<file path="src/rtl/pipe_ctrl_pkg.sv">
// Shared types for the pipeline sequencer: FSM states, forwarding selects and
// the bundle of register enable/flush controls driven into the datapath.
package pipe_ctrl_pkg;

    typedef enum logic [1:0] {
        RUN      = 2'd0,
        MEM_WAIT = 2'd1,
        DRAIN    = 2'd2,
        HALTED   = 2'd3
    } state_t;

    typedef enum logic [1:0] {
        FWD_RF  = 2'b00,
        FWD_MEM = 2'b01,
        FWD_WB  = 2'b10
    } fwd_sel_t;

    typedef logic [3:0] reg_idx_t;

    typedef struct packed {
        logic pc_en;
        logic ifid_en;
        logic idex_en;
        logic exmem_en;
        logic memwb_en;
        logic ifid_flush;
        logic idex_flush;
    } pipe_ctl_t;

    localparam pipe_ctl_t CTL_FREEZE = pipe_ctl_t'(7'b00000_00);
    localparam pipe_ctl_t CTL_FLOW   = pipe_ctl_t'(7'b11111_00);

    // The younger producer (MEM) wins over WB; index 0 gets no special treatment.
    function automatic fwd_sel_t fwd_select(
        input reg_idx_t src,
        input logic     mem_rwrite,
        input reg_idx_t mem_rd,
        input logic     wb_rwrite,
        input reg_idx_t wb_rd
    );
        if (mem_rwrite && (mem_rd == src)) begin
            return FWD_MEM;
        end
        if (wb_rwrite && (wb_rd == src)) begin
            return FWD_WB;
        end
        return FWD_RF;
    endfunction

endpackage

</file>
<file path="src/rtl/pipe_hazard_ctrl_fwd_unit.sv">
// EX-stage operand forwarding selection for both ALU sources.
module fwd_unit
    import pipe_ctrl_pkg::*;
(
    input  reg_idx_t ex_rn,
    input  reg_idx_t ex_rm,
    input  reg_idx_t mem_rd,
    input  reg_idx_t wb_rd,
    input  logic     mem_rwrite,
    input  logic     wb_rwrite,
    output fwd_sel_t fwd_a,
    output fwd_sel_t fwd_b
);

    assign fwd_a = fwd_select(ex_rn, mem_rwrite, mem_rd, wb_rwrite, wb_rd);
    assign fwd_b = fwd_select(ex_rm, mem_rwrite, mem_rd, wb_rwrite, wb_rd);

endmodule

</file>
<file path="src/rtl/pipe_hazard_ctrl.sv">
// Pipeline sequencer for the 5-stage core: stage enables/flushes, forwarding,
// load-use and branch hazards, data-memory wait states and debug halt/drain.
module pipe_hazard_ctrl
    import pipe_ctrl_pkg::*;
#(
    parameter int MEM_TIMEOUT  = 64,
    parameter int DRAIN_CYCLES = 4,
    parameter int CNT_W        = 16
) (
    input  logic             clk,
    input  logic             reset,
    input  logic [3:0]       id_rn,
    input  logic [3:0]       id_rm,
    input  logic             id_rn_used,
    input  logic             id_rm_used,
    input  logic [3:0]       ex_rn,
    input  logic [3:0]       ex_rm,
    input  logic [3:0]       ex_rd,
    input  logic             ex_rwrite,
    input  logic             ex_is_load,
    input  logic             ex_branch_taken,
    input  logic [3:0]       mem_rd,
    input  logic [3:0]       wb_rd,
    input  logic             mem_rwrite,
    input  logic             wb_rwrite,
    input  logic             mem_req,
    input  logic             mem_ack,
    input  logic             halt_req,
    output logic             pc_en,
    output logic             ifid_en,
    output logic             idex_en,
    output logic             exmem_en,
    output logic             memwb_en,
    output logic             ifid_flush,
    output logic             idex_flush,
    output logic [1:0]       fwd_a,
    output logic [1:0]       fwd_b,
    output logic             halted,
    output logic             mem_err,
    output logic [CNT_W-1:0] stall_cnt
);

    localparam int WAIT_W = $clog2(MEM_TIMEOUT + 1);
    localparam int DRN_W  = $clog2(DRAIN_CYCLES + 1);
    localparam logic [WAIT_W-1:0] WAIT_LIM = WAIT_W'(MEM_TIMEOUT);
    localparam logic [WAIT_W-1:0] WAIT_ONE = WAIT_W'(1);
    localparam logic [DRN_W-1:0]  DRN_LIM  = DRN_W'(DRAIN_CYCLES);
    localparam logic [DRN_W-1:0]  DRN_ONE  = DRN_W'(1);

    state_t            state_q, state_d;
    logic [WAIT_W-1:0] wait_q, wait_d;
    logic [DRN_W-1:0]  drain_q, drain_d;
    logic              mem_err_q, mem_err_d;
    logic [CNT_W-1:0]  stall_cnt_q, stall_cnt_d;
    logic              init_q;

    logic      hold;
    logic      load_use;
    logic      mem_stall;
    pipe_ctl_t run_ctl;
    logic      run_to_drain;
    pipe_ctl_t fsm_ctl;
    pipe_ctl_t ctl;
    fwd_sel_t  fwd_a_raw, fwd_b_raw;

    // The reset cycle and the one right after it present a quiet pipeline.
    assign hold      = reset | init_q;
    assign load_use  = ex_is_load && ex_rwrite &&
                       ((id_rn_used && (id_rn == ex_rd)) ||
                        (id_rm_used && (id_rm == ex_rd)));
    assign mem_stall = mem_req && !mem_ack;

    fwd_unit u_fwd (
        .ex_rn      (ex_rn),
        .ex_rm      (ex_rm),
        .mem_rd     (mem_rd),
        .wb_rd      (wb_rd),
        .mem_rwrite (mem_rwrite),
        .wb_rwrite  (wb_rwrite),
        .fwd_a      (fwd_a_raw),
        .fwd_b      (fwd_b_raw)
    );

    // Normal-flow decision, shared by RUN and the ack cycle of MEM_WAIT.
    always_comb begin
        run_ctl      = CTL_FLOW;
        run_to_drain = 1'b0;
        if (ex_branch_taken) begin
            run_ctl.ifid_flush = 1'b1;
            run_ctl.idex_flush = 1'b1;
        end else if (load_use) begin
            run_ctl.pc_en      = 1'b0;
            run_ctl.ifid_en    = 1'b0;
            run_ctl.idex_flush = 1'b1;
        end else if (halt_req) begin
            run_ctl.pc_en      = 1'b0;
            run_ctl.ifid_flush = 1'b1;
            run_to_drain       = 1'b1;
        end
    end

    always_comb begin
        state_d   = state_q;
        wait_d    = wait_q;
        drain_d   = drain_q;
        mem_err_d = mem_err_q;
        fsm_ctl   = CTL_FREEZE;
        unique case (state_q)
            RUN: begin
                if (mem_stall) begin
                    state_d   = MEM_WAIT;
                    wait_d    = WAIT_ONE;
                    mem_err_d = mem_err_q | (WAIT_ONE >= WAIT_LIM);
                end else begin
                    fsm_ctl = run_ctl;
                    if (run_to_drain) begin
                        drain_d = DRN_ONE;
                        state_d = (DRN_ONE >= DRN_LIM) ? HALTED : DRAIN;
                    end
                end
            end
            MEM_WAIT: begin
                if (!mem_ack) begin
                    wait_d = (wait_q >= WAIT_LIM) ? wait_q : wait_q + WAIT_ONE;
                    if (wait_d >= WAIT_LIM) begin
                        mem_err_d = 1'b1;
                    end
                end else begin
                    fsm_ctl = run_ctl;
                    wait_d  = '0;
                    state_d = RUN;
                    if (run_to_drain) begin
                        drain_d = DRN_ONE;
                        state_d = (DRN_ONE >= DRN_LIM) ? HALTED : DRAIN;
                    end
                end
            end
            DRAIN: begin
                if (!mem_stall) begin
                    fsm_ctl            = CTL_FLOW;
                    fsm_ctl.pc_en      = 1'b0;
                    fsm_ctl.ifid_flush = 1'b1;
                    fsm_ctl.idex_flush = ex_branch_taken;
                    drain_d            = drain_q + DRN_ONE;
                    if (drain_d >= DRN_LIM) begin
                        drain_d = '0;
                        state_d = HALTED;
                    end
                end
            end
            HALTED: begin
                if (!halt_req) begin
                    state_d = RUN;
                end
            end
            default: state_d = RUN;
        endcase

        if (init_q) begin
            state_d   = RUN;
            wait_d    = '0;
            drain_d   = '0;
            mem_err_d = 1'b0;
        end
    end

    assign ctl = hold ? CTL_FREEZE : fsm_ctl;

    always_comb begin
        stall_cnt_d = stall_cnt_q;
        if (!ctl.pc_en && (stall_cnt_q != '1)) begin
            stall_cnt_d = stall_cnt_q + CNT_W'(1);
        end
    end

    always_ff @(posedge clk) begin
        if (reset) begin
            state_q     <= RUN;
            wait_q      <= '0;
            drain_q     <= '0;
            mem_err_q   <= 1'b0;
            stall_cnt_q <= '0;
            init_q      <= 1'b1;
        end else begin
            state_q     <= state_d;
            wait_q      <= wait_d;
            drain_q     <= drain_d;
            mem_err_q   <= mem_err_d;
            stall_cnt_q <= stall_cnt_d;
            init_q      <= 1'b0;
        end
    end

    assign pc_en      = ctl.pc_en;
    assign ifid_en    = ctl.ifid_en;
    assign idex_en    = ctl.idex_en;
    assign exmem_en   = ctl.exmem_en;
    assign memwb_en   = ctl.memwb_en;
    assign ifid_flush = ctl.ifid_flush;
    assign idex_flush = ctl.idex_flush;
    assign fwd_a      = hold ? FWD_RF : fwd_a_raw;
    assign fwd_b      = hold ? FWD_RF : fwd_b_raw;
    assign halted     = !hold && (state_q == HALTED);
    assign mem_err    = mem_err_q;
    assign stall_cnt  = stall_cnt_q;

endmodule

</file>
<file path="config.mk">
export PLATFORM = sky130hd
export DESIGN_NAME = pipe_hazard_ctrl
export DESIGN_NICKNAME = d
export VERILOG_FILES = /design/src/rtl/pipe_ctrl_pkg.sv /design/src/rtl/pipe_hazard_ctrl_fwd_unit.sv /design/src/rtl/pipe_hazard_ctrl.sv
export SDC_FILE = /design/constraint.sdc
export NUM_CORES = 1
export LEC_CHECK = 0
export CORE_UTILIZATION = 44
export CTS_CLUSTER_SIZE = 12
export DETAILED_ROUTE_END_ITERATION = 16
export PLACE_DENSITY = 0.8
export RECOVER_POWER = 25
export SETUP_SLACK_MARGIN = 0.2
export SYNTH_ARGS = -nofsm -noshare
export SYNTH_HDL_FRONTEND = slang
export SYNTH_SLANG_ARGS = --single-unit
</file>
<file path="constraint.sdc">
create_clock -name clk -period 2.5 [get_ports clk]
set_input_delay 0.25 -clock clk [delete_from_list [all_inputs] [get_ports clk]]
set_output_delay 0.25 -clock clk [all_outputs]
set_load 0.05 [all_outputs]
</file>
==> impl_metrics.toml, run 1 <==
[status]
outcome = "finished, final reports clean"

[power]
ir_worst_vdd_mv = 0.227
p_total_uw = 1150
power_leakage_uw = 0.00113
p_per_area_nw_per_um2 = 401

[die]
ios = 69
die_w_um = 66.8
num_rows = 23
die_h_um = 66.8
start_util_pct = 45.8
fp.coreArea_um2 = 4030
dieArea_um2 = 4460

[cells_and_area]
antenna_cells = 0
nets = 358
drive_above_1_share_pct = 12.1
final_util_pct = 71.3
fin_area_um2 = 2870
areaGrowthSynthToFinish_pct = 55.5
fillers = 313

[clocking]
cts-htree-levels = 2
clock_path_buffers = 2
cts_tree = "done"
clkTransAtPathRegs_ns = 0.06
root_buffer = "clkbuf_8"
clkLatencyLatePin_ns = 0.29
cts_hold_buffers = 0
cts.sinks = 30
cts_buffers = 5

[synthesis]
synth_nets = 277
synth_area_leaders = "dfxtp_1, xor2_1, a21oi_1"
yosysTopAreaCell = "dfxtp_1"
avgSynthCellArea_um2 = 7.93
synth_edf_count = 0
synth_fa_ha_area_share_pct = 2.71
synth_flop_cell = "dfxtp_1"
yosys-top-cells-count = "dfxtp_1, nor2_1, xor2_1"
synth_top_family_by_area = "simple AND/OR/NAND/NOR gates"
synth-compound-area-share_pct = 19.7
netlist.area_leader.share_pct = 32.5
synth_xor_area_share_pct = 14.2
yosys.area_share.simple_pct = 25.7
synth_mux_area_share_pct = 0.542
seq_area_frac_synth_pct = 32.5
synth_cells = 233
ys_ff_latch = 30
synth.distinct_cells = 39
async_flop_share_pct = 0
syn-cell-area_um2 = 1850
ys_warn_count = 0
yosysMostFrequentCell = "dfxtp_1"

[timing]
maxSlewHeadroom_pct = 58.1
hold_viol_final = 0
fin_crit_ns = 2.29
drv_slew = 0
skew_ns = 0.00785
worst_pin_slew_ns = 0.628
fin_setup_tns_ns = 0
setup_viol = 0
rsz0062_at_grt = "false"
fmax_mhz = 438
post-route-period-util_pct = 91.4
holdWs_ns = 0.458

[global_route]
grt_max_degree = 20
grt_use_total_pct = 23.9
antenna_found_initial = 0
grt_pass1_wl_um = 8060
overflow = 0
grt_pass1_vias = 1913

[placed_design]
dpl_cell_area_um2 = 2740
routabilityCongestion = 0.853
io_buffer_count = 68
dp_hpwl_um = 3770

[detailed_routing]
vias = 2045
route.detailed.drc = 0
dr.pass1.iters = 5
wirelength_um = 5280
viasPerCell = 5.62
ant_nets = 0
drt_iter0_markers = 191
wl_per_cell_um = 14.5

[flow_run]
maxCapViolations = 0

[worst_setup_path]
crit_required_ns = 2.25
r2r_slack_ns = 0.44
cp-end-kind = "output port"
r2r-start = "stall_cnt[7]"
reg2reg_depth = 8
cp_max_fo = 6
crit_type = "input pin to output port"
r2r_end = "stall_cnt[7]"
cp-start-kind = "input pin"
worstPathArrival_ns = 2.04

[hold_path]
holdPathEnd = "drain_q[2]"
hold_class = "flop to flop"
worstHoldStart = "drain_q[2]"
worstHoldPathCells = 2
critical path: stages:
cell and delay, ns:
dlygate4sd3_1 0.60, inv_1 0.10, a21oi_1 0.18, clkbuf_1 0.29
a21oi_1 0.16, a21oi_1 0.28, buf_12 0.18
logic make-up (layout without fill, tap and decap cells):
| family | Yosys count | after routing |
|---|---|---|
| fa+ha+maj | 4 | 4 |
| mux | 1 | 1 |
| simple gates | 92 | 92 |
| xor+xnor | 30 | 30 |
| buf+inv | 20 | 100 |
| flops | 30 | 30 |
| compound gates | 56 | 57 |
layout by cell type, fill, tap and decap left out, drive strengths merged, types with 3 or more instances in the layout:
cell type,count
xnor2,9
nor3,3
o21ai,14
dfxtp,30
nand3,11
dlygate4sd2,3
nand4,4
nand2,17
dlygate4sd3,5
a21oi,18
o211ai,6
ha,4
o31ai,4
buf,24
nor2,24
or3,5
and4,3
nor2b,4
or4,6
clkdlybuf4s50,46
inv,11
and3,9
xor2,21
a31oi,5
clkbuf,7
worst max path at each step:
stage	depth (start not counted)	from	slack [ns]	endpoint
after floorplan	8	stall_cnt[7]	0.28	stall_cnt[1]
after global placement	8	ex_rd[1]	0.01	stall_cnt[10]
after detailed placement	8	ex_rd[1]	-0.09	stall_cnt[8]
after CTS	8	ex_rd[2]	0.20	idex_flush
after global routing	7	mem_ack	0.11	ifid_en
final	7	mem_ack	0.21	ifid_en
layout make-up:
class	instances	area [µm²]	area share [%]
Clock buffer	5	68.8	2.40
Clock inverter	2	10.0	0.349
Inverter	11	41.3	1.44
Multi-Input combinational cell	184	1190	41.4
Sequential cell	30	601	20.9
Tap cell	50	62.6	2.18
Timing Repair Buffer	82	900	31.3
sequential cells by signal (all words and copies together) (netlist names):
name       flops
wait_q         7
mem_err        1
state_q        2
init_q         1
drain_q        3
stall_cnt     16
per-layer routing:
metal / wire length, µm / track usage [%]
met4: 75 / 9.31
met1: 2130 / 27.0
met5: 0 / 0
met3: 354 / 5.48
met2: 2730 / 42.7
stage by stage:
stage	worst slack, ns	cells
2_1_floorplan	0.279	233
3_3_place_gp	0.0132	352
3_5_place_dp	-0.0878	352
4_1_cts	0.203	360
5_1_grt	0.110	364
6_report	0.215	364
timing repair:
item,4_1_cts,5_1_grt
pin swaps,4,4
resized for setup,4,6
setup buffers,1,3
setup endpoints to repair,1,11
gates cloned,0,1
power by group:
group | total [µW] | internal, µW | switching, µW
registers | 500 | 488 | 12.2
clock network | 370 | 186 | 184
logic | 282 | 138 | 144
No activity file was read; power rests on OpenSTA's default activity.
==> run 2: changes to the inputs <==
--- a/config.mk
+++ b/config.mk
@@ -5,12 +5,15 @@
 export SDC_FILE = /design/constraint.sdc
 export NUM_CORES = 1
 export LEC_CHECK = 0
+export CORE_ASPECT_RATIO = 1.2
 export CORE_UTILIZATION = 44
 export CTS_CLUSTER_SIZE = 12
 export DETAILED_ROUTE_END_ITERATION = 16
+export HOLD_SLACK_MARGIN = 0.12
 export PLACE_DENSITY = 0.8
 export RECOVER_POWER = 25
 export SETUP_SLACK_MARGIN = 0.2
+export SLEW_MARGIN = 20
 export SYNTH_ARGS = -nofsm -noshare
 export SYNTH_HDL_FRONTEND = slang
 export SYNTH_SLANG_ARGS = --single-unit
==> run 2 against run 1 <==
Net effect:
- critical path depth shrank 2
- core utilization grew 1.2 points
- worst hold slack lost 0.0073 ns
- clock skew shrank 0.0012 ns
- non-clock buffer count shrank 2
- clock power grew 32%
- total power grew 9.7%
- sequential share of layout area shrank 0.064 points
- via count shrank 2.2%
- wire length shrank 11%
- largest cell class unchanged
- largest power group unchanged
==> impl_metrics.toml, run 2 (synthesis gave the netlist of run 1 again) <==
[cells_and_area]
drive_above_1_share_pct = 12.2
final_util_pct = 72.5
areaGrowthSynthToFinish_pct = 56.0
final_cell_mix = "clkdlybuf4s50_1, dfxtp_1, nor2_1, xor2_1"
largest_reg_flops = 16
nets = 355
antenna_cells = 0
final_common_cell = "clkdlybuf4s50_1"

[clocking]
cts_buffers = 5
clock_path_buffers = 2
cts-htree-levels = 2
clkTransAtPathRegs_ns = 0.07
cts.sinks = 30
root_buffer = "clkbuf_8"
cts_tree = "done"
clkLatencyLatePin_ns = 0.29

[detailed_routing]
route.detailed.drc = 0
dr.pass1.iters = 5
vias = 1999
wl_per_cell_um = 12.9
wirelength_um = 4710
viasPerCell = 5.46
drt_iter0_markers = 83
ant_nets = 0

[timing]
rsz0062_at_grt = "false"
hold_viol_final = 0
fin_crit_ns = 2.26
post-route-period-util_pct = 90.5
worst_pin_slew_ns = 0.781
fin_setup_tns_ns = 0
drv_slew = 0
fmax_mhz = 442
finalWorstSetupSlack_ns = 0.238
setup_viol = 0
skew_ns = 0.00663
maxSlewHeadroom_pct = 47.9

[global_route]
grt_max_degree = 20
grt_pass1_wl_um = 7670
antenna_found_initial = 0
grt_pass1_vias = 1746
overflow = 0
grt_use_total_pct = 23.0

[worst_setup_path]
r2r-start = "stall_cnt[7]"
slowest_delay_ns = 0.61
cp_max_fo = 19
critical_path_buf_inv_count = 3
cp-start-kind = "input pin"
r2r_end = "stall_cnt[13]"
worstPathArrival_ns = 2.01
crit_required_ns = 2.25
reg2reg_depth = 8
cp_cell_sequence = "clkdlybuf4s50_1, clkbuf_1, or2_2, nor2_1, buf_12"
cp-end-kind = "output port"
crit_type = "input pin to output port"
r2r_slack_ns = 0.33
path_delay_family = "buffers and inverters"
cp_slowest_cell = "clkbuf_1"

[die]
fp.coreArea_um2 = 3970
dieArea_um2 = 4460
start_util_pct = 46.5
num_rows = 25
die_h_um = 73.0
die_w_um = 61.1
ios = 69

[placed_design]
io_buffer_count = 68
routabilityCongestion = 0.849
dp_hpwl_um = 3610
pre_cts_slack_ns = -0.0607

[power]
power_leakage_uw = 0.00112
p_per_area_nw_per_um2 = 438
p_total_uw = 1260
ir_worst_vdd_mv = 0.289

[status]
outcome = "finished, final reports clean"

[flow_run]
maxCapViolations = 0

[hold_path]
worstHoldPathCells = 2
worstHoldStart = "drain_q[2]"
holdPathEnd = "drain_q[2]"
hold_class = "flop to flop"
==> run 2: metrics by stage <==
step	cell area, µm²	hold WS [ns]	std cells
floorplan	1850	0.278	233
global placement	2740	0.431	355
detailed placement	2740	0.442	355
CTS	2860	0.451	365
global route	2880	0.481	366
finish	2880	0.450	366
==> run 2: routing by layer <==
layer  part of all wire (%)  GRT usage [%]
met5                      0              0
met1                     39           25.0
met2                     53           40.6
met3                    6.1           6.56
met4                    1.6           9.60
==> run 2: tightest hold or removal path: cells and delay by family, from the launching register on <==
| kind | cells | cell delay, ns |
|---|---|---|
| AND/OR/NAND/NOR | 2 | 0.09 |
| flip-flops | 1 | 0.32 |
==> run 2: power by group <==
part	total [µW]	leakage, µW	internal [µW]	switching, µW
combinational	275	0.000823	137	138
clock	488	0.0000579	293	195
sequential	500	0.000243	487	12.4
total	1260	0.00112	917	345
==> run 2: cell type report <==
type                       count  area (µm²)
clock buffer                   5        68.8
clock inverter                 3        40.0
fill                         302        1090
inverter                      11        41.3
tap                           54        67.6
timing repair buffer          80         883
sequential                    30         601
multi-input combinational    183        1180
==> run 2: worst max path at each step <==
stage | slack, ns | cells after the start | endpoint | startpoint
after global routing | 0.16 | 5 | fwd_a[0] | reset
final | 0.24 | 5 | fwd_a[0] | reset
after CTS | 0.23 | 8 | idex_flush | ex_rd[3]
after global placement | 0.002 | 8 | stall_cnt[15] | ex_rd[1]
after floorplan | 0.28 | 8 | stall_cnt[1] | stall_cnt[7]
after detailed placement | -0.06 | 8 | stall_cnt[13] | ex_rd[1]
==> run 2: repair_timing <==
action                                  CTS  global route
pin swaps                                 4             3
gates resized for setup                   4             4
endpoints found under the hold margin     0             0
hold buffers                              0             0
endpoints found under the setup margin    1             6
setup buffers                             2             1
